**src/rtl/ids_dma.sv**
```systemverilog
// ids_dma: single-channel word-copy DMA engine.
//
// The core programs SRC/DST/LEN through a word-only register slave port, then writes START.
// The engine copies LEN words ascending from SRC to DST. Each word is one read followed by
// one write on the shared DMEM bus. Each access is requested from the arbiter and held
// stable until granted. Completion sets DONE, which also drives the level interrupt.
//
// Ports:
//   i_clk, i_rst_n      clock, asynchronous active-low reset
//   o_req / i_gnt       bus request to / grant from the arbiter
//   o_bus_addr          word-aligned byte address
//   o_bus_read/write    bus strobes
//   o_bus_size          byte enables, always all four
//   o_bus_din           write data toward DMEM
//   i_bus_dout          DMEM read data, valid the cycle after an accepted read
//   i_cfg_*             register slave port (offsets 0x0 SRC, 0x4 DST, 0x8 LEN, 0xC CTRL)
//   o_cfg_dout          registered read data
//   o_irq               level interrupt, equal to DONE
module ids_dma #(
  parameter int unsigned LEN_W = 16
) (
  input  logic        i_clk,
  input  logic        i_rst_n,
  output logic        o_req,
  input  logic        i_gnt,
  output logic [31:0] o_bus_addr,
  output logic        o_bus_write,
  output logic        o_bus_read,
  output logic [3:0]  o_bus_size,
  output logic [31:0] o_bus_din,
  input  logic [31:0] i_bus_dout,
  input  logic [31:0] i_cfg_addr,
  input  logic        i_cfg_write,
  input  logic        i_cfg_read,
  input  logic [3:0]  i_cfg_size,
  input  logic [31:0] i_cfg_din,
  output logic [31:0] o_cfg_dout,
  output logic        o_irq
);

  typedef enum logic [1:0] {StIdle, StRd, StRwait, StWr} state_e;

  state_e             state_q, state_d;
  logic [31:0]        src_reg_q, dst_reg_q;
  logic [LEN_W-1:0]   len_reg_q;
  logic [31:0]        src_q, src_d, dst_q, dst_d;
  logic [LEN_W-1:0]   cnt_q, cnt_d;
  logic [31:0]        buf_q, buf_d;
  logic               done_q, done_d;
  logic               req_q, rd_q, wr_q;
  logic [31:0]        addr_q, din_q, cfg_dout_q;

  logic [1:0]         cfg_sel;
  logic               busy, ctrl_wr, start, clr_done;
  logic [31:0]        cfg_rdata;

  // Only word offsets are decoded and size is ignored.
  logic cfg_unused;
  assign cfg_unused = ^{i_cfg_size, i_cfg_addr[31:4], i_cfg_addr[1:0]};

  assign cfg_sel  = i_cfg_addr[3:2];
  assign busy     = (state_q != StIdle);
  assign ctrl_wr  = i_cfg_write && (cfg_sel == 2'd3);
  assign start    = ctrl_wr && i_cfg_din[0] && !busy;
  assign clr_done = ctrl_wr && i_cfg_din[1];

  // Next-state logic for the transfer engine and DONE.
  always_comb begin
    state_d = state_q;
    src_d   = src_q;
    dst_d   = dst_q;
    cnt_d   = cnt_q;
    buf_d   = buf_q;
    done_d  = done_q;
    if (clr_done) done_d = 1'b0;
    unique case (state_q)
      StIdle: begin
        if (start) begin
          src_d  = src_reg_q;
          dst_d  = dst_reg_q;
          cnt_d  = len_reg_q;
          done_d = 1'b0;
          if (len_reg_q == '0) done_d = 1'b1;
          else                 state_d = StRd;
        end
      end
      StRd: begin
        if (i_gnt) state_d = StRwait;
      end
      StRwait: begin
        buf_d   = i_bus_dout;
        state_d = StWr;
      end
      StWr: begin
        if (i_gnt) begin
          src_d = src_q + 32'd4;
          dst_d = dst_q + 32'd4;
          cnt_d = cnt_q - LEN_W'(1);
          // Set has priority over a coincident clear.
          if (cnt_q == LEN_W'(1)) begin
            done_d  = 1'b1;
            state_d = StIdle;
          end else begin
            state_d = StRd;
          end
        end
      end
      default: state_d = StIdle;
    endcase
  end

  always_comb begin
    cfg_rdata = '0;
    unique case (cfg_sel)
      2'd0: cfg_rdata = src_reg_q;
      2'd1: cfg_rdata = dst_reg_q;
      2'd2: cfg_rdata = 32'(len_reg_q);
      2'd3: cfg_rdata = {30'd0, done_q, busy};
      default: cfg_rdata = '0;
    endcase
  end

  // Bus outputs are registered from the next state so they change only on clock edges
  // and stay stable while the arbiter withholds grant.
  always_ff @(posedge i_clk or negedge i_rst_n) begin
    if (!i_rst_n) begin
      state_q    <= StIdle;
      src_reg_q  <= '0;
      dst_reg_q  <= '0;
      len_reg_q  <= '0;
      src_q      <= '0;
      dst_q      <= '0;
      cnt_q      <= '0;
      buf_q      <= '0;
      done_q     <= 1'b0;
      req_q      <= 1'b0;
      rd_q       <= 1'b0;
      wr_q       <= 1'b0;
      addr_q     <= '0;
      din_q      <= '0;
      cfg_dout_q <= '0;
    end else begin
      state_q <= state_d;
      src_q   <= src_d;
      dst_q   <= dst_d;
      cnt_q   <= cnt_d;
      buf_q   <= buf_d;
      done_q  <= done_d;
      req_q   <= (state_d == StRd) || (state_d == StWr);
      rd_q    <= (state_d == StRd);
      wr_q    <= (state_d == StWr);
      if (state_d == StRd) begin
        addr_q <= src_d;
      end else if (state_d == StWr) begin
        addr_q <= dst_d;
        din_q  <= buf_d;
      end
      if (i_cfg_write && !busy) begin
        unique case (cfg_sel)
          2'd0: src_reg_q <= {i_cfg_din[31:2], 2'b00};
          2'd1: dst_reg_q <= {i_cfg_din[31:2], 2'b00};
          2'd2: len_reg_q <= i_cfg_din[LEN_W-1:0];
          default: ;
        endcase
      end
      if (i_cfg_read) cfg_dout_q <= cfg_rdata;
    end
  end

  assign o_req       = req_q;
  assign o_bus_read  = rd_q;
  assign o_bus_write = wr_q;
  assign o_bus_addr  = addr_q;
  assign o_bus_din   = din_q;
  assign o_bus_size  = 4'b1111;
  assign o_cfg_dout  = cfg_dout_q;
  assign o_irq       = done_q;

endmodule

```
**config.mk**
```make
export PLATFORM = sky130hd
export DESIGN_NAME = ids_dma
export DESIGN_NICKNAME = d
export VERILOG_FILES = /design/src/rtl/ids_dma.sv
export SDC_FILE = /design/constraint.sdc
export NUM_CORES = 1
export LEC_CHECK = 0
export BUFFER_PORTS_ARGS = -buffer_cell sky130_fd_sc_hd__buf_2
export CAP_MARGIN = 0
export CORE_AREA = 8 8 253 133
export CTS_CLUSTER_SIZE = 20
export DETAILED_ROUTE_END_ITERATION = 6
export DIE_AREA = 0 0 261 141
export PLACE_DENSITY = 0.67
export SETUP_SLACK_MARGIN = 0.3
export SLEW_MARGIN = 10
export SYNTH_ARGS = -nofsm -noshare
export SYNTH_HDL_FRONTEND = slang
export SYNTH_SLANG_ARGS = --single-unit
```
**constraint.sdc**
```tcl
create_clock -name i_clk -period 4.9 [get_ports i_clk]
set_input_delay 0.98 -clock i_clk [delete_from_list [all_inputs] [get_ports i_clk]]
set_output_delay 0.98 -clock i_clk [all_outputs]
set_load 0.1 [all_outputs]
```
==> flow_summary.yaml <==
global_route:
  track_usage: 0.2257
  grt_pass1_wl_mm: 64.83
  grt_overflow: 0
  grt_max_degree: 118
  antenna_found_initial: 4
  grt_pass1_vias: 10570
cts:
  clock_path_buffers: 3
  post_cts_buffers: 0
  cts_htree_levels: 1
  path_clk_slew_ps: 70
  cts-resized-gates: 0
  clock_sinks: 289
  cts_hold_buf: 0
  clock-root-buffer: "clkbuf_16"
  cts_buffers: 26
  clk_latency_ps: 570
  cts_tree: "done"
setup_path:
  cp.required_ps: 5330
  end_kind: "flip-flop"
  critPathKind: "in2reg"
  arrival_ps: 3990
  critPathLaunchType: "input pin"
  critPathMaxFanout: 17
layout:
  layout_commonest_cell: "dfrtp_1"
  layout_common_cells: "dfrtp_1, buf_2, mux2_2, nand2_1, nor2_1"
  finalInstanceArea_um2: 16050
  drive_above_1_share: 0.2946
  nNetsFinal: 1522
  synthToLayoutAreaGrowth_pct: 15.09
logic_synthesis:
  synth_edf_count: 0
  synthesis.area_um2: 13940
  syn_area_per_cell_um2: 11.00
  ys_seq_area_frac: 0.5187
  synth_area_leader_cell: "dfrtp_1"
  synth_cell_types: 82
  synthFlopType: "dfrtp_1"
  synthCells: 1267
  yosysWarnings: 0
  ys_async_sr_fraction: 1.000
  yosysTopAreaCellShare: 0.5187
  synth_seq_cells: 289
  yosys-top-cells-area: "dfrtp_1, mux2_2, mux2i_1, nand2_1, o21ai_0"
timing:
  drv_slew: 0
  min_period_ps: 3553
  setup_viol: 0
  clock_skew_ps: 17.45
  tns_ps: 0
  tightest_slew_ps: 1333
  grt_setup_unrepaired: "false"
  max-slew-margin-rel: 0.1031
  hold_viol_final: 0
  max_freq_mhz: 281.5
  finalCritPeriodShare: 0.7250
placement:
  gp_congestion: 0.9563
  dpl_cell_area_um2: 15170
  port_buffers: 170
  hpwl_mm: 30.67
pwr:
  p_per_area_nw_per_um2: 788.0
  p_leak_uw: 0.007273
  ir_drop_v: 0.0006136
run:
  cap_violations: 0
floorplanning:
  num_io_pins: 209
  start_util: 0.4655
  die_h_um: 141
  core_area_um2: 29950
  core.rowCount: 45
  dieWidth_um: 261
  die_area_um2: 36800
drt:
  drtIter0Drc: 1337
  drc: 0
  avgRoutedWirePerCell_um: 23.18
  finalWirelength_mm: 42.42
  first_pass_iters: 6
  viasPerCell: 6.073
  antenna_left: 0
  dr_total_vias: 11110
outcome:
  status: "completed"
hold_path:
  hold_path_class: "in2async"
state kept, by name (all words and copies together) (netlist names):
name,cells
cnt_q,16
o_bus_write,1
dst_q,32
o_cfg_dout,32
buf_q,32
src_q,32
state_q,2
o_bus_read,1
dst_reg_q,30
src_reg_q,30
len_reg_q,16
o_irq,1
o_bus_din,32
o_bus_addr,32
per-stage QoR:
| step | utilization | worst slack (ps) | total power (uW) | hold slack (ps) | cells |
|---|---|---|---|---|---|
| floorplan | - | 1735 | 8919 | 468.1 | 1270 |
| global placement | 0.5066 | 987.4 | 10360 | 462.3 | 1780 |
| detailed placement | 0.5066 | 955.6 | 10510 | 470.4 | 1780 |
| CTS | 0.5355 | 1502 | 12640 | 488.6 | 1828 |
| global route | 0.5357 | 1262 | 13270 | 506.0 | 1830 |
| finish | 0.5357 | 1347 | 12640 | 456.0 | 1830 |
worst paths after layout:
| check | slack [ps] | to | from | cells past startpoint |
|---|---|---|---|---|
| setup / recovery | 1350 | o_bus_addr[29] | i_gnt | 7 |
| hold / removal | 460 | o_cfg_dout[13] | i_rst_n | 1 |
| setup reg to reg | 1440 | o_bus_din[24] | state_q[1] | 8 |
| hold reg to reg | 480 | o_bus_addr[5] | o_bus_addr[5] | 2 |
| max in group asynchronous | 3360 | dst_reg_q[24] | i_rst_n | 2 |
| min in group i_clk | 480 | o_bus_addr[5] | o_bus_addr[5] | 2 |
Yosys cell counts, types with 10 or more instances:
master	number
a22oi_1	29
o21ai_0	59
nand3_1	37
dfrtp_1	289
nor3_1	17
buf_2	11
nand4_1	25
clkbuf_1	59
mux2_2	144
mux2i_1	59
a21oi_1	52
nand2_1	101
o22ai_1	28
a221o_1	13
nor4_1	21
o211ai_1	10
inv_1	48
o311ai_0	10
nor2_1	67
cells by family after synthesis:
kind of cell	Yosys count	synth area share
other cells	1	0.0002690
compound gates	273	0.1348
simple gates	347	0.1327
fa+ha+maj	8	0.007180
xor+xnor	2	0.001257
buf+inv	139	0.04236
mux	208	0.1627
flops	289	0.5187
power by group:
part	switching [uW]	internal [uW]	leakage, uW	total [uW]
sequential	922	3350	0.00366	4270
clock	952	1140	0.000425	2100
combinational	4540	1730	0.00319	6270
total	6410	6230	0.00727	12600
area by class of cell:
cell class | count | area, um2
fillers | 2634 | 13910
flip-flops and latches | 289 | 7232
multi-input cells | 842 | 6153
repair buffers | 200 | 1099
clock buffers | 35 | 714.4
well taps | 399 | 499.2
inverters | 50 | 190.2
clock inverters | 13 | 153.9
diodes | 2 | 5.005
routing by layer:
layer,wire length [um],part of all wire,track usage,vias to the layer above
li1,-,-,-,4972
met1,20170,0.48,0.3529,5534
met2,16110,0.38,0.2835,552
met3,5459,0.13,0.08890,52
met4,654,0.015,0.04424,4
met5,22,0.00052,0,-
critical path: stages:
cell and delay (ps):
buf_2 360, nand4_4 240, or4_1 810, nor4b_1 810
xor2_1 150, a222oi_1 490, o221ai_2 140
Note: power is estimated with default switching activity, not from simulation.
